<file path="src/rtl/traffic_signal_monitor.sv">
// Safety monitor between the traffic light controller and the physical lamps.
// Forwards lamp requests one cycle late; on the first violation it latches a code and flashes red.
module traffic_signal_monitor #(
    parameter int unsigned MIN_GREEN  = 3,
    parameter int unsigned MIN_YELLOW = 2,
    parameter int unsigned FLASH_HALF = 4,
    parameter int unsigned CNT_W      = 8
) (
    input  logic             clk,
    input  logic             reset,
    input  logic             NS_green,
    input  logic             NS_yellow,
    input  logic             NS_red,
    input  logic             EW_green,
    input  logic             EW_yellow,
    input  logic             EW_red,
    output logic             NS_green_out,
    output logic             NS_yellow_out,
    output logic             NS_red_out,
    output logic             EW_green_out,
    output logic             EW_yellow_out,
    output logic             EW_red_out,
    output logic             fault,
    output logic [2:0]       fault_code,
    output logic [CNT_W-1:0] phase_count
);

    typedef enum logic [1:0] {StInit, StMonitor, StFault} state_e;
    typedef enum logic [1:0] {LampNone, LampGreen, LampYellow, LampRed} lamp_e;

    localparam int unsigned FlashW = (FLASH_HALF > 1) ? $clog2(FLASH_HALF) : 1;
    localparam logic [FlashW-1:0] FlashLast = FlashW'(FLASH_HALF - 1);
    localparam logic [7:0] DurMax    = 8'hFF;
    localparam logic [7:0] MinGreen  = 8'(MIN_GREEN);
    localparam logic [7:0] MinYellow = 8'(MIN_YELLOW);

    function automatic lamp_e encode_lamp(input logic g, input logic y, input logic r);
        if (g) begin
            return LampGreen;
        end else if (y) begin
            return LampYellow;
        end else if (r) begin
            return LampRed;
        end
        return LampNone;
    endfunction

    function automatic logic legal_step(input lamp_e from, input lamp_e to);
        return ((from == LampGreen)  && (to == LampYellow)) ||
               ((from == LampYellow) && (to == LampRed))    ||
               ((from == LampRed)    && (to == LampGreen));
    endfunction

    state_e            state_q, state_d;
    lamp_e             ns_prev_q, ns_prev_d, ew_prev_q, ew_prev_d;
    logic [7:0]        ns_dur_q, ns_dur_d, ew_dur_q, ew_dur_d;
    logic              ns_exempt_q, ns_exempt_d, ew_exempt_q, ew_exempt_d;
    logic              fault_q, fault_d;
    logic [2:0]        code_q, code_d;
    logic [CNT_W-1:0]  phase_q, phase_d;
    logic              red_on_q, red_on_d;
    logic [FlashW-1:0] flash_cnt_q, flash_cnt_d;
    logic [2:0]        ns_out_q, ns_out_d, ew_out_q, ew_out_d;

    lamp_e      ns_lamp, ew_lamp;
    logic       ns_one, ew_one, ns_chg, ew_chg;
    logic       viol1, viol2, viol3, viol4, viol5;
    logic [2:0] viol_code;
    logic       violation;

    // Exactly-one-hot: odd parity but not all three lit.
    assign ns_one  = (NS_green ^ NS_yellow ^ NS_red) & ~(NS_green & NS_yellow & NS_red);
    assign ew_one  = (EW_green ^ EW_yellow ^ EW_red) & ~(EW_green & EW_yellow & EW_red);
    assign ns_lamp = encode_lamp(NS_green, NS_yellow, NS_red);
    assign ew_lamp = encode_lamp(EW_green, EW_yellow, EW_red);
    assign ns_chg  = (ns_lamp != ns_prev_q);
    assign ew_chg  = (ew_lamp != ew_prev_q);

    assign viol1 = ~ns_one | ~ew_one;
    assign viol2 = ~NS_red & ~EW_red;
    assign viol3 = (ns_chg && !legal_step(ns_prev_q, ns_lamp)) ||
                   (ew_chg && !legal_step(ew_prev_q, ew_lamp));
    assign viol4 = (ns_chg && (ns_prev_q == LampGreen) && !ns_exempt_q && (ns_dur_q < MinGreen)) ||
                   (ew_chg && (ew_prev_q == LampGreen) && !ew_exempt_q && (ew_dur_q < MinGreen));
    assign viol5 = (ns_chg && (ns_prev_q == LampYellow) && !ns_exempt_q &&
                    (ns_dur_q < MinYellow)) ||
                   (ew_chg && (ew_prev_q == LampYellow) && !ew_exempt_q &&
                    (ew_dur_q < MinYellow));

    // Lowest-numbered violation wins; only checks 1 and 2 apply on the first edge.
    always_comb begin
        viol_code = 3'd0;
        if (state_q == StInit) begin
            if (viol1) begin
                viol_code = 3'd1;
            end else if (viol2) begin
                viol_code = 3'd2;
            end
        end else if (state_q == StMonitor) begin
            if (viol1) begin
                viol_code = 3'd1;
            end else if (viol2) begin
                viol_code = 3'd2;
            end else if (viol3) begin
                viol_code = 3'd3;
            end else if (viol4) begin
                viol_code = 3'd4;
            end else if (viol5) begin
                viol_code = 3'd5;
            end
        end
    end

    assign violation = (viol_code != 3'd0);

    always_ff @(posedge clk or negedge reset) begin
        if (!reset) begin
            state_q <= StInit;
        end else begin
            state_q <= state_d;
        end
    end

    always_comb begin
        state_d = state_q;
        unique case (state_q)
            StInit:    state_d = violation ? StFault : StMonitor;
            StMonitor: state_d = violation ? StFault : StMonitor;
            StFault:   state_d = StFault;
            default:   state_d = StFault;
        endcase
    end

    always_comb begin
        ns_prev_d   = ns_prev_q;
        ew_prev_d   = ew_prev_q;
        ns_dur_d    = ns_dur_q;
        ew_dur_d    = ew_dur_q;
        ns_exempt_d = ns_exempt_q;
        ew_exempt_d = ew_exempt_q;
        fault_d     = fault_q;
        code_d      = code_q;
        phase_d     = phase_q;
        red_on_d    = red_on_q;
        flash_cnt_d = flash_cnt_q;
        ns_out_d    = ns_out_q;
        ew_out_d    = ew_out_q;

        if (state_q == StFault) begin
            if (flash_cnt_q == FlashLast) begin
                flash_cnt_d = '0;
                red_on_d    = ~red_on_q;
            end else begin
                flash_cnt_d = flash_cnt_q + FlashW'(1);
            end
            ns_out_d = {2'b00, red_on_d};
            ew_out_d = {2'b00, red_on_d};
        end else if (violation) begin
            fault_d     = 1'b1;
            code_d      = viol_code;
            red_on_d    = 1'b1;
            flash_cnt_d = '0;
            ns_out_d    = 3'b001;
            ew_out_d    = 3'b001;
        end else begin
            ns_out_d = {NS_green, NS_yellow, NS_red};
            ew_out_d = {EW_green, EW_yellow, EW_red};
            if (state_q == StInit) begin
                ns_prev_d   = ns_lamp;
                ew_prev_d   = ew_lamp;
                ns_dur_d    = 8'd1;
                ew_dur_d    = 8'd1;
                ns_exempt_d = 1'b1;
                ew_exempt_d = 1'b1;
            end else begin
                if (ns_chg) begin
                    ns_prev_d   = ns_lamp;
                    ns_dur_d    = 8'd1;
                    ns_exempt_d = 1'b0;
                end else if (ns_dur_q != DurMax) begin
                    ns_dur_d = ns_dur_q + 8'd1;
                end
                if (ew_chg) begin
                    ew_prev_d   = ew_lamp;
                    ew_dur_d    = 8'd1;
                    ew_exempt_d = 1'b0;
                end else if (ew_dur_q != DurMax) begin
                    ew_dur_d = ew_dur_q + 8'd1;
                end
                if ((ns_prev_q == LampRed) && (ns_lamp == LampGreen)) begin
                    phase_d = phase_q + CNT_W'(1);
                end
            end
        end
    end

    always_ff @(posedge clk or negedge reset) begin
        if (!reset) begin
            ns_prev_q   <= LampNone;
            ew_prev_q   <= LampNone;
            ns_dur_q    <= 8'd0;
            ew_dur_q    <= 8'd0;
            ns_exempt_q <= 1'b0;
            ew_exempt_q <= 1'b0;
            fault_q     <= 1'b0;
            code_q      <= 3'd0;
            phase_q     <= '0;
            red_on_q    <= 1'b1;
            flash_cnt_q <= '0;
            ns_out_q    <= 3'b001;
            ew_out_q    <= 3'b001;
        end else begin
            ns_prev_q   <= ns_prev_d;
            ew_prev_q   <= ew_prev_d;
            ns_dur_q    <= ns_dur_d;
            ew_dur_q    <= ew_dur_d;
            ns_exempt_q <= ns_exempt_d;
            ew_exempt_q <= ew_exempt_d;
            fault_q     <= fault_d;
            code_q      <= code_d;
            phase_q     <= phase_d;
            red_on_q    <= red_on_d;
            flash_cnt_q <= flash_cnt_d;
            ns_out_q    <= ns_out_d;
            ew_out_q    <= ew_out_d;
        end
    end

    assign {NS_green_out, NS_yellow_out, NS_red_out} = ns_out_q;
    assign {EW_green_out, EW_yellow_out, EW_red_out} = ew_out_q;
    assign fault       = fault_q;
    assign fault_code  = code_q;
    assign phase_count = phase_q;

endmodule
</file>
<file path="config.mk">
export PLATFORM = sky130hd
export DESIGN_NAME = traffic_signal_monitor
export DESIGN_NICKNAME = d
export VERILOG_FILES = /design/src/rtl/traffic_signal_monitor.sv
export SDC_FILE = /design/constraint.sdc
export NUM_CORES = 1
export LEC_CHECK = 0
export ABC_AREA = 1
export BUFFER_PORTS_ARGS = -buffer_cell sky130_fd_sc_hd__buf_2
export CAP_MARGIN = 40
export CORE_UTILIZATION = 50
export CTS_CLUSTER_DIAMETER = 200
export DETAILED_ROUTE_END_ITERATION = 16
export PLACE_DENSITY = 0.69
export SYNTH_ARGS = -nofsm -noshare
export SYNTH_HDL_FRONTEND = slang
export SYNTH_SLANG_ARGS = --single-unit
</file>
<file path="constraint.sdc">
create_clock -name clk -period 2.2 [get_ports clk]
set_input_delay 0.44 -clock clk [delete_from_list [all_inputs] [get_ports clk]]
set_output_delay 0.44 -clock clk [all_outputs]
set_load 0.005 [all_outputs]
</file>
==> results.yml <==
timing:
  finalClockSkew_ns: 0.00947
  whs_ns: 0.228
  max_freq_mhz: 487
  tns_ns: 0
  finalSetupViolCount: 0
  slew_violations: 0
  fin_crit_sh: 0.933
  report.final.hold_viol_count: 0
  period_needed_ns: 2.05
  max_slew_margin: 0.609
  tightest_slew_ns: 0.586
clock_network:
  clkLatencyLatePin_ns: 0.30
  cts_max_path_buffers: 2
  clk_pin_slew_ns: 0.09
  holdBufCountCts: 0
  tritoncts: "done"
  h-tree-depth: 2
  clockRootBuffer: "clkbuf_8"
  numCtsBuffers: 5
  numClockSinks: 45
synthesis:
  yosysWarnings: 0
  syn_area_per_cell_um2: 7.04
  synthDistinctLibCells: 28
  yosysTopAreaCellShare: 0.368
  syn-num-nets: 422
  ys_top_cells_by_area: "dfrtp_1 (37%), nand2_1 (19%), nand3_1 (6.1%)"
  syn_area_um2: 2860
  ys_ff_latch: 45
  yosysSeqAreaShare: 0.396
  yosysTopAreaCell: "dfrtp_1"
  synthCells: 406
setup_path:
  cp_data_required_time_ns: 2.44
  crit_top_cell: "nand2_1"
  worstSetupStartpoint: "ns_dur_q[0]$_DFFE_PN0P_"
  critPathKind: "register to register"
  r2r_end: "ew_dur_q[7]$_DFFE_PN0P_"
  cpPeakStageDelay_ns: 0.43
  crit_buf_inv: 4
  rr_worst_depth: 16
  endpoint_kind: "register"
  r2r_setup_slack_ns: 0.15
  crit_fanout: 6
  path_cells: "ha_1, inv_1, nand2_1, nor2_1, nand2_1, nand2_1, inv_1, nand2_1, nand2_1, nand2_1, nand2_1, nor2_4, buf_6, buf_4, nand3_1, nand2_1"
  start_kind: "register"
  crit_arrival_ns: 2.30
  cpMaxStageDelayCell: "dfrtp_1"
  r2r_start: "ns_dur_q[0]$_DFFE_PN0P_"
  cp_top_family: "simple AND/OR/NAND/NOR gates"
  path_depth: 16
pwr:
  combPwrFrac: 0.397
  finalPower_mw: 2.96
  power.switching_mw: 1.12
  max-vdd-ir-drop_uv: 526
  switching_share: 0.378
  power_frac_clock: 0.212
  seqPwrFrac: 0.390
  internal-power_mw: 1.84
  power.density_nw_per_um2: 831
  p_leak_nw: 1.90
detailed_routing:
  drt_iter0_markers: 93
  drt-met1-wl_mm: 3.18
  num_vias: 2740
  postRouteAntennaNets: 0
  drcViolationCount: 0
  firstDrtPassIters: 4
  wl_met3_um: 166
  dr_wl_met2_mm: 3.31
  vias_per_cell: 5.03
  wirelength_mm: 6.73
  wl_per_cell_um: 12.3
  dr.max_layer_used: "met4"
die:
  die-area_um2: 6020
  io_pins: 26
  core_area_um2: 5510
  fp-row-count: 27
  die_w_um: 77.6
  die_h_um: 77.6
  start_util: 0.519
finish:
  layout_commonest_cell: "nand2_1"
  ff_latch_area_um2: 1130
  area_growth_pct: 24.4
  antenna_cells: 0
  final_layout_size_suffix_gt1_frac: 0.260
  multi_input_area_um2: 1610
  nets: 488
  nFillCells: 486
  mostFrequentLayoutCells: "nand2_1 (135), nor2_1 (42), dfrtp_1 (42), inv_1 (39), buf_4 (34)"
min_path:
  hold_path.class: "primary input to async pin"
global_routing:
  antenna_found_initial: 0
  grt.overflow.total: 0
  grt_max_degree: 46
  first_global_vias: 2606
  grt_usage: 0.236
  grt_pass1_wl_mm: 11.4
placement:
  gp_congestion: 0.877
  hpwl_mm: 4.99
  port_buffers: 25
run_status:
  outcome: "finished, final reports clean"
run:
  cap_violations: 0
[how the worst max path moves through the flow]
stage	endpoint	slack, ns
after floorplan	ew_dur_q[2]$_DFFE_PN0P_	0.12
after global placement	ew_out_q[0]$_DFF_PN1_	-0.26
after detailed placement	ew_out_q[0]$_DFF_PN1_	-0.30
after CTS	ns_dur_q[2]$_DFFE_PN0P_	0.03
after global routing	ew_dur_q[1]$_DFFE_PN0P_	-0.02
final	ew_dur_q[7]$_DFFE_PN0P_	0.15
[cell type report]
type                    instances  share of cell area
clock inverters                 2              0.0109
multi-input cells             308               0.452
repair buffers                 63               0.122
well taps                      72              0.0253
clock buffers                   6              0.0204
inverters                      49              0.0517
flip-flops and latches         45               0.318
[metal layers]
| metal | GRT usage | up-vias |
|---|---|---|
| met5 | 0 | - |
| met4 | 0.0509 | 0 |
| met3 | 0.0365 | 6 |
| met2 | 0.417 | 35 |
| met1 | 0.304 | 1289 |
| li1 | - | 1410 |
[sequential cells by signal, summed over array words and instances (netlist names), 2 cells and up]
signal       count
state_q          2
ew_out_q         3
ew_dur_q         8
ew_prev_q        2
ns_dur_q         8
ns_prev_q        2
fault_code       3
phase_count      8
flash_cnt_q      2
ns_out_q         3
[synth_stat cells (all sizes together)]
| library cell | n |
|---|---|
| nand2 | 149 |
| dfstp | 3 |
| inv | 49 |
| a211oi | 1 |
| o21ai | 6 |
| nor3 | 8 |
| clkbuf | 1 |
| a21oi | 8 |
| or2 | 2 |
| nand3b | 3 |
| buf | 3 |
| nor2 | 52 |
| o211ai | 2 |
| nor4 | 2 |
| dfrtp | 42 |
| nand3 | 36 |
| ha | 8 |
| nand4 | 15 |
| xor2 | 11 |
| xnor2 | 5 |
[power by group through the flow]
stage | sequential [mW] | clock, mW | combinational [mW]
after floorplan | 1.14 | 0 | 0.705
after global placement | 1.17 | 0 | 1.06
after detailed placement | 1.18 | 0 | 1.09
after CTS | 1.16 | 0.646 | 1.09
after global routing | 1.18 | 0.674 | 1.32
final | 1.15 | 0.627 | 1.17
[what timing repair did]
item                                   4_1_cts  5_1_grt
pin swaps                                    0        2
setup buffers                                0        2
endpoints found under the hold margin        0        0
setup endpoints to repair                    1       40
gates resized for setup                      1       27
[per-stage QoR]
step / utilization / setup slack, ns / instances / instance area, µm²
floorplan: - / 0.116 / 406 / 2860
global placement: 0.603 / -0.259 / 535 / 3320
detailed placement: 0.603 / -0.304 / 535 / 3320
CTS: 0.624 / 0.0255 / 543 / 3430
global route: 0.646 / -0.0165 / 545 / 3550
finish: 0.646 / 0.147 / 545 / 3550
[cell families after synthesis]
group,count (synthesis),synth area share
buffers and inverters,53,0.0753
adder cells (fa/ha/maj),8,0.0350
AO/OA/AOI/OAI,17,0.0377
flip-flops,45,0.396
AND/OR/NAND/NOR,267,0.407
XOR/XNOR,16,0.0491
Power figures use the tool's default switching activity.
